## config.mk

```make
export PLATFORM = sky130hd
export DESIGN_NAME = para_smooth
export DESIGN_NICKNAME = d
export VERILOG_FILES = /design/src/rtl/para_smooth.sv
export SDC_FILE = /design/constraint.sdc
export NUM_CORES = 1
export LEC_CHECK = 0
export CORE_MARGIN = 5
export CORE_UTILIZATION = 45
export DETAILED_ROUTE_END_ITERATION = 7
export SLEW_MARGIN = 15
export SYNTH_ARGS = -nofsm -noshare
export SYNTH_HDL_FRONTEND = slang
export SYNTH_SLANG_ARGS = --single-unit
```

## constraint.sdc

```tcl
create_clock -name clk_sys -period 12.7 [get_ports clk_sys]
set_input_delay 3.175 -clock clk_sys [delete_from_list [all_inputs] [get_ports clk_sys]]
set_output_delay 3.175 -clock clk_sys [all_outputs]
set_load 0.02 [all_outputs]
```

## src/rtl/para_smooth.sv

```systemverilog
// para_smooth: boxcar moving-average smoother ahead of hit detection.
// Averages the last 2^k raw ADC samples (k register-selected, clamped to
// LOG2_MAX) with a warm-up phase, a bypass mode and register-file status.
//
// Ports:
//   clk_sys      in   system clock
//   rst          in   synchronous active-high reset
//   ad_data      in   raw unsigned ADC sample (DW bits)
//   ad_vld       in   sample strobe, one cycle per sample
//   cfg_sm_en    in   1 = average, 0 = bypass
//   cfg_sm_shift in   window exponent k (window length 2^k)
//   stu_sm_fill  out  window full, averaged stream running
//   stu_sm_cnt   out  wrapping count of sm_vld pulses
//   sm_data      out  smoothed sample (DW bits)
//   sm_vld       out  smoothed sample strobe
`timescale 1ns/1ps

module para_smooth #(
    parameter int DW       = 16,
    parameter int LOG2_MAX = 4
) (
    input  logic          clk_sys,
    input  logic          rst,
    input  logic [DW-1:0] ad_data,
    input  logic          ad_vld,
    input  logic          cfg_sm_en,
    input  logic [2:0]    cfg_sm_shift,
    output logic          stu_sm_fill,
    output logic [15:0]   stu_sm_cnt,
    output logic [DW-1:0] sm_data,
    output logic          sm_vld
);

    localparam int DEPTH = 1 << LOG2_MAX;
    localparam int SW    = DW + LOG2_MAX;
    localparam int PW    = LOG2_MAX;
    localparam logic [2:0] KMAX = 3'(LOG2_MAX);

    typedef enum logic [1:0] {
        S_FILL,
        S_RUN,
        S_FLUSH
    } state_t;

    state_t        r_state;
    state_t        w_state_nxt;

    logic [DW-1:0] r_buf [DEPTH];
    logic [PW-1:0] r_wptr;
    logic [PW:0]   r_fill;
    logic [SW-1:0] r_sum;
    logic [2:0]    r_shift_q;
    logic          r_en_q;
    logic [DW-1:0] r_sm_data;
    logic          r_sm_vld;
    logic [15:0]   r_cnt;

    logic [2:0]    w_keff;
    logic [PW:0]   w_n;
    logic [PW:0]   w_nm1;
    logic [PW-1:0] w_rptr;
    logic [DW-1:0] w_oldest;
    logic          w_cfg_chg;
    logic [SW-1:0] w_sum_nxt;
    logic [PW:0]   w_fill_nxt;
    logic          w_wr;
    logic          w_out_vld;
    logic [DW-1:0] w_out_data;

    // Datapath runs on the registered config so that the sample arriving
    // in the cycle a change is seen is still handled under the old setting.
    assign w_keff    = (r_shift_q > KMAX) ? KMAX : r_shift_q;
    assign w_n       = (PW+1)'(1) << w_keff;
    assign w_nm1     = w_n - (PW+1)'(1);
    // With N = DEPTH the oldest slot is the one about to be overwritten.
    assign w_rptr    = r_wptr - w_n[PW-1:0];
    assign w_oldest  = r_buf[w_rptr];
    assign w_cfg_chg = (cfg_sm_shift != r_shift_q) || (cfg_sm_en != r_en_q);

    always_comb begin
        w_state_nxt = r_state;
        w_sum_nxt   = r_sum;
        w_fill_nxt  = r_fill;
        w_wr        = 1'b0;
        w_out_vld   = 1'b0;
        w_out_data  = r_sm_data;
        unique case (r_state)
            S_FLUSH: begin
                w_sum_nxt   = '0;
                w_fill_nxt  = '0;
                w_state_nxt = S_FILL;
            end
            S_FILL: begin
                if (!r_en_q) begin
                    w_fill_nxt = '0;
                    w_out_vld  = ad_vld;
                    if (ad_vld)
                        w_out_data = ad_data;
                end else if (ad_vld) begin
                    w_wr      = 1'b1;
                    w_sum_nxt = r_sum + SW'(ad_data);
                    if (r_fill == w_nm1) begin
                        w_out_vld   = 1'b1;
                        w_out_data  = DW'(w_sum_nxt >> w_keff);
                        w_state_nxt = S_RUN;
                    end else begin
                        w_fill_nxt = r_fill + (PW+1)'(1);
                    end
                end
            end
            S_RUN: begin
                if (ad_vld) begin
                    w_wr       = 1'b1;
                    w_sum_nxt  = r_sum + SW'(ad_data) - SW'(w_oldest);
                    w_out_vld  = 1'b1;
                    w_out_data = DW'(w_sum_nxt >> w_keff);
                end
            end
            default: begin
                w_state_nxt = S_FLUSH;
            end
        endcase
        if (w_cfg_chg)
            w_state_nxt = S_FLUSH;
    end

    always_ff @(posedge clk_sys) begin
        r_shift_q <= cfg_sm_shift;
        r_en_q    <= cfg_sm_en;
        if (rst) begin
            r_state   <= S_FILL;
            r_wptr    <= '0;
            r_fill    <= '0;
            r_sum     <= '0;
            r_sm_data <= '0;
            r_sm_vld  <= 1'b0;
            r_cnt     <= '0;
        end else begin
            r_state   <= w_state_nxt;
            r_fill    <= w_fill_nxt;
            r_sum     <= w_sum_nxt;
            r_sm_data <= w_out_data;
            r_sm_vld  <= w_out_vld;
            if (w_wr)
                r_wptr <= r_wptr + PW'(1);
            if (w_out_vld)
                r_cnt <= r_cnt + 16'd1;
        end
    end

    always_ff @(posedge clk_sys) begin
        if (w_wr && !rst)
            r_buf[r_wptr] <= ad_data;
    end

    assign stu_sm_fill = (r_state == S_RUN);
    assign stu_sm_cnt  = r_cnt;
    assign sm_data     = r_sm_data;
    assign sm_vld      = r_sm_vld;

endmodule

```

==> results of run 1 <==
cells in the mapped netlist (all sizes together) (7+ instances only):
cell,instances
mux2i,34
and3,12
inv,32
o21bai,7
edfxtp,256
mux2,16
xnor2,27
ha,43
mux4,77
o21ai,52
o21a,7
a21oi,83
nor3,29
a211oi,12
a221oi,8
xor2,34
nor2,110
or3,9
a31oi,13
nand3,25
o22ai,9
dfxtp,68
nand2b,8
o31ai,10
a2111oi,7
nand2,89
o211ai,11
and2,18
clkbuf,57
buf,14
power groups by stage:
stage          Combinational (mW)  Sequential, mW  Clock (mW)
2_1_floorplan               0.400            1.18           0
3_3_place_gp                0.574            1.18           0
3_5_place_dp                0.574            1.18           0
4_1_cts                     0.578            1.16        1.04
5_1_grt                     0.634            1.16        1.08
6_report                    0.585            1.16        1.01
state kept, by name (all words and copies together), names as in the netlist:
| name | cells |
|---|---|
| r_fill | 5 |
| r_shift_q | 3 |
| r_wptr | 4 |
| r_buf | 256 |
| sm_vld | 1 |
| r_sum | 20 |
| sm_data | 16 |
| stu_sm_cnt | 16 |
| r_en_q | 1 |
| r_state | 2 |
tightest hold or removal path, stage by stage (launching register included):
cell and delay, ns:
dfxtp_1 0.32, nand2_1 0.05, o21ai_1 0.05
cell type report:
type / count / area, um2
Multi-Input combinational cell: 839 / 6760
Clock buffer: 48 / 967
Inverter: 32 / 120
Tap cell: 461 / 577
Fill cell: 3018 / 17000
Sequential cell: 324 / 9050
Timing Repair Buffer: 88 / 796
Clock inverter: 20 / 180
routing by layer:
layer	wire length [um]	vias up	global-route usage
met3	2840	107	0.0433
met5	0	-	0
met1	20000	5605	0.327
li1	-	5006	-
met2	20700	445	0.348
met4	1790	0	0.0913
cell families after synthesis:
logic type / count (synthesis)
AO/OA/AOI/OAI: 273
XOR/XNOR: 61
adder cells (fa/ha/maj): 46
buffers and inverters: 103
flip-flops: 324
multiplexers: 127
AND/OR/NAND/NOR: 332
cells in the final DEF (no fill, tap or decap), types with 7 or more instances in the layout:
| cell type | instances |
|---|---|
| a221oi_1 | 8 |
| clkbuf_16 | 37 |
| inv_1 | 32 |
| a21oi_1 | 83 |
| o21bai_1 | 7 |
| mux2i_1 | 34 |
| mux2_2 | 16 |
| clkinv_1 | 9 |
| a211oi_1 | 12 |
| a31oi_1 | 12 |
| o31ai_1 | 10 |
| nand3_1 | 25 |
| o21ai_0 | 49 |
| mux4_2 | 77 |
| clkdlybuf4s50_1 | 55 |
| o22ai_1 | 9 |
| nor3_1 | 29 |
| nand2b_1 | 8 |
| xor2_1 | 33 |
| or3_1 | 7 |
| clkbuf_1 | 11 |
| xnor2_1 | 26 |
| dfxtp_1 | 68 |
| o21a_1 | 7 |
| nand2_1 | 89 |
| nor2_1 | 110 |
| edfxtp_1 | 256 |
| buf_4 | 32 |
| and3_1 | 11 |
| ha_1 | 42 |
| o211ai_1 | 11 |
| and2_1 | 16 |
stage by stage:
stage	power (mW)	worst slack [ns]	hold WS [ns]	instances	utilization
finish	2.76	4.49	0.464	1812	0.520
global placement	1.75	4.30	0.448	1744	0.488
CTS	2.77	4.65	0.468	1812	0.520
detailed placement	1.75	4.12	0.455	1744	0.488
floorplan	1.58	5.55	0.429	1266	-
global route	2.87	3.97	0.491	1812	0.520
worst paths after layout:
check | startpoint | to | slack (ns) | cells after the start
setup / recovery | ad_data[6] | sm_data[13] | 4.49 | 17
hold / removal | r_sum[19] | r_sum[19] | 0.46 | 2
setup reg to reg | r_shift_q[2] | sm_data[13] | 5.42 | 20
hold reg to reg | r_sum[19] | r_sum[19] | 0.46 | 2
==> results.yml, run 1 <==
run_status:
  run_status: "completed"
sta:
  slew_viol_final: 0
  fin_skew_ns: 0.0377
  fmax_mhz: 122
  slew_headroom: 0.237
  finalHoldViolCount: 0
  period_needed_ns: 8.21
  setup_tns_ns: 0
  finalSetupViolCount: 0
  tightest_slew_ns: 1.14
  rsz0062_at_grt: "no"
  fin_crit_sh: 0.647
clock_tree:
  cts_buffers: 37
  ctsHoldBuffers: 0
  cts_num_sinks: 324
  cts_resized: 0
  root_buffer: "clkbuf_16"
  clockBufferDepth: 3
  cts_setup_buffers: 0
  htree_levels: 2
  worstSkewPairLatency_ns: 0.55
  cts.reportedPaths.clkPinSlew_ns: 0.07
  cts_tree: "yes"
global_routing:
  grtUsageTotal: 0.229
  gr-total-overflow: 0
  grt_max_degree: 51
  grt_first_pass_wirelength_um: 68500
  grt_pass1_vias: 11000
  antenna_found_initial: 0
power_and_ir_drop:
  powerDensity_nw_per_um2: 149
  p_comb_frac: 0.212
  irDropWorstVdd_v: 0.000128
  switching_share: 0.287
  switchingPower_uw: 790
  p_int_mw: 1.97
  seqPwrFrac: 0.420
  p_leak_nw: 6.29
  clock_power_share: 0.367
placement:
  port_buffers: 56
  place_hpwl_um: 29600
  gp_congestion: 0.952
  placed_area_um2: 17300
critical_path:
  cp-start-kind: "input pin"
  required_ns: 13.16
  worst_setup_path_end_kind: "register"
  critPathBufInv: 2
  crit_arrival_ns: 8.67
  crit_chain: "clkdlybuf4s50_1 -> ha_1 -> a2111oi_0 -> o21ai_1 -> a21boi_2 -> nor2_1 -> xnor2_1 -> inv_1 -> ha_1 -> and4_1 -> a221o_1 -> o31a_1 -> o311ai_1 -> nand2_1 -> a21oi_1 -> a221oi_1 -> nor4_1"
  slowest_stage: "clkdlybuf4s50_1"
  crit_fanout: 18
  critPathKind: "in2reg"
  critical_path.top_delay_family: "compound AO/OA/AOI/OAI gates"
  max_stage_delay_ns: 0.91
  crit_top_cell: "ha_1"
logic_synthesis:
  synth_edf_count: 256
  synthAdderAreaFrac: 0.0370
  syn-cell-area_um2: 16200
  netlist.area_leader.share: 0.475
  yosysSeqAreaShare: 0.560
  synth_largest_area_cell: "edfxtp_1"
  synth-compound-area-share: 0.110
  ys_warn_count: 0
  synth_top_family_by_area: "multiplexers"
  synth_simple_gate_area_frac: 0.0954
  synth.area.mux_share: 0.139
  synthCells: 1266
  ys_ff_latch: 324
  synth-xor-area-share: 0.0330
  async_flop_share: 0
  ys_types: 71
  synth.avg_cell_area_um2: 12.8
  ys.flop_type: "edfxtp_1"
  ys_top_cells_by_area: "edfxtp_1 48%, mux4_2 11%, dfxtp_1 8.4%"
  syn-num-nets: 1335
job:
  maxCapViolCount: 0
routing:
  ant_nets: 0
  routedWlPerCell_um: 25.0
  post_drt_via_cell_ratio: 6.16
  firstDrtPassIters: 5
  wl_um: 45300
  drc: 0
  via_count: 11200
  drt-initial-drc-count: 1106
cells_and_area:
  drive_gt1_frac: 0.141
  stdcell_area_um2: 18400
  fin_nets: 1391
  diodes: 0
  syn_to_final_growth_pct: 14.1
floorplanning:
  num_rows: 69
  start_util: 0.456
  die_x_um: 200
  ios: 57
  die_area_um2: 39800
  die_h_um: 200
  core_um2: 35500
worst_hold_path:
  min_path_type: "reg2reg"
Note: power is estimated with default switching activity, not from simulation.
==> run 2, diff against run 1 <==
Clock period 12.7 ns to 7.52 ns, I/O delays scaled along.
==> run 2 against run 1 <==
  * First-iteration DRC count decreased by 20%
  * Clock skew fell by 0.014 ns
  * Die area did not move
  * Sequential share of layout area fell by 0.49 points
  * Hold slack worse by 0.0019 ns
  * Critical path depth grew 4
  * Cell count up 0.66%
  * Global-route usage down 0.12 points
  * Highest routed layer unchanged
  * Via count down 1.5%
  * Clock power grew 79%
  * Register-to-register slack lost 4.1 ns
  * Setup slack worse by 3.7 ns
  * Largest power group unchanged
==> results.yml, run 2 (same netlist as run 1, synthesis figures left out) <==
cells_and_area:
  multi_input_area_um2: 6760
  diodes: 0
  num-fill-cells: 3004
  reg.largest.list: "r_buf: 256 flops, r_sum: 20 flops"
  syn_to_final_growth_pct: 15.2
  stdcell_count: 1824
  final_common_cell: "edfxtp_1"
  top_register: "r_buf"
  drive_gt1_frac: 0.153
  stdcell_area_um2: 18600
  largest_reg_flops: 256
  utilization: 0.525
  final_cell_mix: "256 x edfxtp_1, 110 x nor2_1, 89 x nand2_1, 83 x a21oi_1, 77 x mux4_2"
  fin_nets: 1405
  register_area_um2: 9050
power_and_ir_drop:
  p_leak_nw: 6.40
  powerDensity_nw_per_um2: 256
  power_mw: 4.77
  irDropWorstVdd_v: 0.000195
sta:
  finalHoldViolCount: 0
  period_needed_ns: 6.70
  setup_tns_ns: 0
  slew_viol_final: 0
  fin_ws_ns: 0.821
  slew_headroom: 0.217
  fmax_mhz: 149
  tightest_slew_ns: 1.18
  holdWs_ns: 0.462
  fin_skew_ns: 0.0235
  finalSetupViolCount: 0
  fin_crit_sh: 0.891
  rsz0062_at_grt: "no"
placement:
  dp_slack_ns: 0.460
  placed_area_um2: 17400
  port_buffers: 56
  place_hpwl_um: 31200
  dp_cells: 1759
  gp_congestion: 0.922
clock_tree:
  cts_num_sinks: 324
  root_buffer: "clkbuf_16"
  ctsHoldBuffers: 0
  cts_resized: 0
  cts_buffers: 36
  cts_setup_buffers: 0
  htree_levels: 2
  clockBufferDepth: 3
  cts.reportedPaths.clkPinSlew_ns: 0.06
  worstSkewPairLatency_ns: 0.54
  cts_tree: "yes"
floorplanning:
  die_x_um: 200
  core_um2: 35500
  ios: 57
  die_h_um: 200
  die_area_um2: 39800
  num_rows: 69
  start_util: 0.456
run_status:
  run_status: "completed"
global_routing:
  grtUsageTotal: 0.228
  gr-total-overflow: 0
  grt_max_degree: 51
  grt_pass1_vias: 11200
  grt_first_pass_wirelength_um: 68600
  antenna_found_initial: 0
routing:
  via_count: 11000
  drc: 0
  wl_um: 45300
  routedWlPerCell_um: 24.8
  ant_nets: 0
  post_drt_via_cell_ratio: 6.03
  drt-initial-drc-count: 888
  firstDrtPassIters: 5
job:
  maxCapViolCount: 0
critical_path:
  crit_fanout: 6
  crit_arrival_ns: 7.13
  required_ns: 7.95
  cp-start-kind: "input pin"
  worst_setup_path_end_kind: "register"
  critPathKind: "in2reg"
worst_hold_path:
  min_path_type: "reg2reg"
-- run 2: cell count changes in the layout (fill, tap and decap cells not counted), sizes merged --
| cell | change |
|---|---|
| bufinv | +2 |
| buf | +15 |
| inv | +3 |
| clkinv | -6 |
| clkbuf | -2 |
-- run 2: final timing paths --
| kind | startpoint | slack, ns | cells after the start | end |
|---|---|---|---|---|
| setup / recovery | ad_data[0] | 0.82 | 21 | sm_data[15] |
| hold / removal | r_sum[19] | 0.46 | 2 | r_sum[19] |
| setup reg to reg | r_shift_q[2] | 1.35 | 18 | sm_data[15] |
| hold reg to reg | r_sum[19] | 0.46 | 2 | r_sum[19] |
-- run 2: worst max-delay path, cell delays in order --
cell             delay, ns
clkdlybuf4s50_1       0.59
ha_1                  0.23
inv_1                 0.06
fa_1                  0.39
nor2b_1               0.17
o31ai_1               0.12
a31o_2                0.31
o21ai_0               0.30
nand2_1               0.11
xor2_1                0.34
inv_1                 0.14
ha_1                  0.38
nand3_1               0.09
o211ai_1              0.35
nor3_1                0.09
a211o_1               0.27
a211oi_1              0.62
o31ai_1               0.14
a31oi_1               0.17
o21ai_0               0.13
o31ai_1               0.24
-- run 2: cell type report --
cell class,count,area share
sequential,324,0.486
multi-input combinational,839,0.363
clock buffer,46,0.0520
timing repair buffer,103,0.0494
tap,461,0.0310
clock inverter,19,0.0130
inverter,32,0.00645
-- run 2: where the power goes --
group / total (mW) / internal [mW] / switching (mW)
clock network: 1.81 / 1.07 / 0.746
registers: 1.95 / 1.94 / 0.0117
logic: 1.00 / 0.404 / 0.600
total: 4.77 / 3.41 / 1.36
-- run 2: routing by layer --
metal | vias up | global-route usage | wire [um]
li1 | 5029 | - | -
met1 | 5570 | 0.320 | 20100
met2 | 313 | 0.367 | 21500
met3 | 81 | 0.0379 | 2310
met4 | 0 | 0.0699 | 1340
met5 | - | 0 | 0
==> run 3, diff against run 2 <==
Settings changed: CORE_ASPECT_RATIO set to 1.5, PLACE_DENSITY set to 0.75, SETUP_SLACK_MARGIN set to 0.4.
==> run 3 against run 2 <==
  * Register-to-register slack got worse by 0.42 ns
  * Sequential share of layout area rose by 0.13 points
  * Cell count rose by 1.1%
  * Combinational power rose by 5%
  * Hold slack got worse by 0.0047 ns
  * Clock-buffer cell count fell by 11
  * Critical path type is now reg2reg
  * Largest cell class unchanged
  * Highest routed layer unchanged
==> results.yml, run 3 (same netlist as run 1, synthesis figures left out) <==
sta:
  finalHoldViolCount: 0
  tightest_slew_ns: 1.18
  rsz0062_at_grt: "no"
  holdWs_ns: 0.457
  setup_tns_ns: 0
  fmax_mhz: 152
  slew_viol_final: 0
  fin_skew_ns: 0.0334
  fin_crit_sh: 0.876
  finalSetupViolCount: 0
  slew_headroom: 0.212
  period_needed_ns: 6.59
  fin_ws_ns: 0.929
clock_tree:
  clockBufferDepth: 3
  worstSkewPairLatency_ns: 0.59
  cts_tree: "yes"
  cts_num_sinks: 324
  cts_resized: 0
  ctsHoldBuffers: 0
  cts_setup_buffers: 0
  htree_levels: 1
  cts_buffers: 30
  root_buffer: "clkbuf_16"
  cts.reportedPaths.clkPinSlew_ns: 0.07
floorplanning:
  ios: 57
  die_h_um: 242
  die_x_um: 165
  core_um2: 35700
  num_rows: 85
  die_area_um2: 39900
  start_util: 0.452
worst_hold_path:
  min_from: "r_sum[19]"
  min_path_type: "reg2reg"
  min_to: "r_sum[19]"
  min_path_cells: 2
critical_path:
  r2r_setup_slack_ns: 0.93
  slowest_stage: "xor2_4"
  reg2reg_depth: 22
  r2r-start: "r_shift_q[2]"
  r2r_end: "r_sum[18]"
  startpoint: "r_shift_q[2]"
  crit_chain: "inv_1 -> buf_4 -> nand2_1 -> nor2_1 -> ha_4 -> inv_1 -> fa_2 -> xor2_4 -> buf_12 -> mux2i_1 -> nor2_1 -> a21oi_1 -> ha_1 -> a211o_1 -> a221o_1 -> a21o_1 -> o21a_1 -> or2_2 -> a21oi_1 -> mux2_2 -> or3_1 -> o21ai_0"
  required_ns: 8.01
  cp-start-kind: "register"
  critical_path.top_delay_family: "compound AO/OA/AOI/OAI gates"
  max_stage_delay_ns: 0.63
  worst_setup_path_end_kind: "register"
  critPathKind: "reg2reg"
  crit_arrival_ns: 7.08
  crit_fanout: 22
  critPathBufInv: 4
cells_and_area:
  stdcell_area_um2: 18600
  num-fill-cells: 3022
  register_area_um2: 9050
  syn_to_final_growth_pct: 14.9
  top_register: "r_buf"
  final_common_cell: "edfxtp_1"
  multi_input_area_um2: 6760
  final_cell_mix: "256 x edfxtp_1, 110 x nor2_1, 89 x nand2_1, 83 x a21oi_1, 77 x mux4_2"
  fin_nets: 1411
  diodes: 0
  drive_gt1_frac: 0.155
  reg.largest.list: "r_buf: 256 flops, r_sum: 20 flops"
  largest_reg_flops: 256
global_routing:
  antenna_found_initial: 1
  grt_pass1_vias: 11500
  grtUsageTotal: 0.227
  grt_first_pass_wirelength_um: 69100
  gr-total-overflow: 0
  grt_max_degree: 47
placement:
  gp_congestion: 0.969
  place_hpwl_um: 31600
  placed_area_um2: 17500
  port_buffers: 56
  dp_slack_ns: 0.456
routing:
  drt-initial-drc-count: 1144
  drc: 0
  firstDrtPassIters: 6
  wl_um: 45500
  ant_nets: 0
  via_count: 11400
  routedWlPerCell_um: 24.7
  post_drt_via_cell_ratio: 6.18
job:
  maxCapViolCount: 0
power_and_ir_drop:
  powerDensity_nw_per_um2: 248
  power_mw: 4.60
  irDropWorstVdd_v: 0.000174
  p_leak_nw: 6.36
run_status:
  run_status: "completed"
==> run 3: area by class of cell <==
class,instances,area share
clock inverters,21,0.0144
multi-input cells,839,0.364
well taps,478,0.0322
inverters,32,0.00646
clock buffers,35,0.0414
flip-flops and latches,324,0.487
repair buffers,115,0.0551
==> run 3: worst max-delay path by stage <==
stage	cells past startpoint	slack, ns	endpoint
floorplan	18	1.67	r_sum[18]
global placement	18	0.50	r_sum[18]
detailed placement	18	0.46	r_sum[18]
CTS	22	0.96	r_sum[18]
global route	21	0.64	sm_data[15]
finish	22	0.93	r_sum[18]
==> run 3: per-stage QoR <==
stage,instances,utilization
floorplan,1266,-
global placement,1788,0.491
detailed placement,1788,0.491
CTS,1844,0.520
global route,1844,0.520
finish,1844,0.520
==> run 3: power breakdown <==
group | internal (mW) | switching (mW) | leakage, nW
combinational | 0.423 | 0.622 | 3.02
sequential | 1.94 | 0.0126 | 2.85
clock | 0.914 | 0.686 | 0.492
total | 3.28 | 1.32 | 6.36
==> run 3: metal layers <==
metal,share of wire,up-vias,routed length (um),track usage
met5,0,-,0,0
met4,0.055,0,2500,0.106
met3,0.077,128,3500,0.0397
met2,0.50,564,22900,0.392
met1,0.36,5665,16600,0.272
li1,-,5034,-,-
==> run 3: worst reg2reg max path: cells and delay by family, from the launching register on <==
family	cells	cell delay (ns)
AOI/OAI and AO/OA	7	1.89
muxes	2	0.67
xor gates and xnor gates	1	0.63
adders and majority gates	3	0.98
and+or+nand+nor	5	1.32
buffers and inverters	4	0.67
DFF	1	0.31
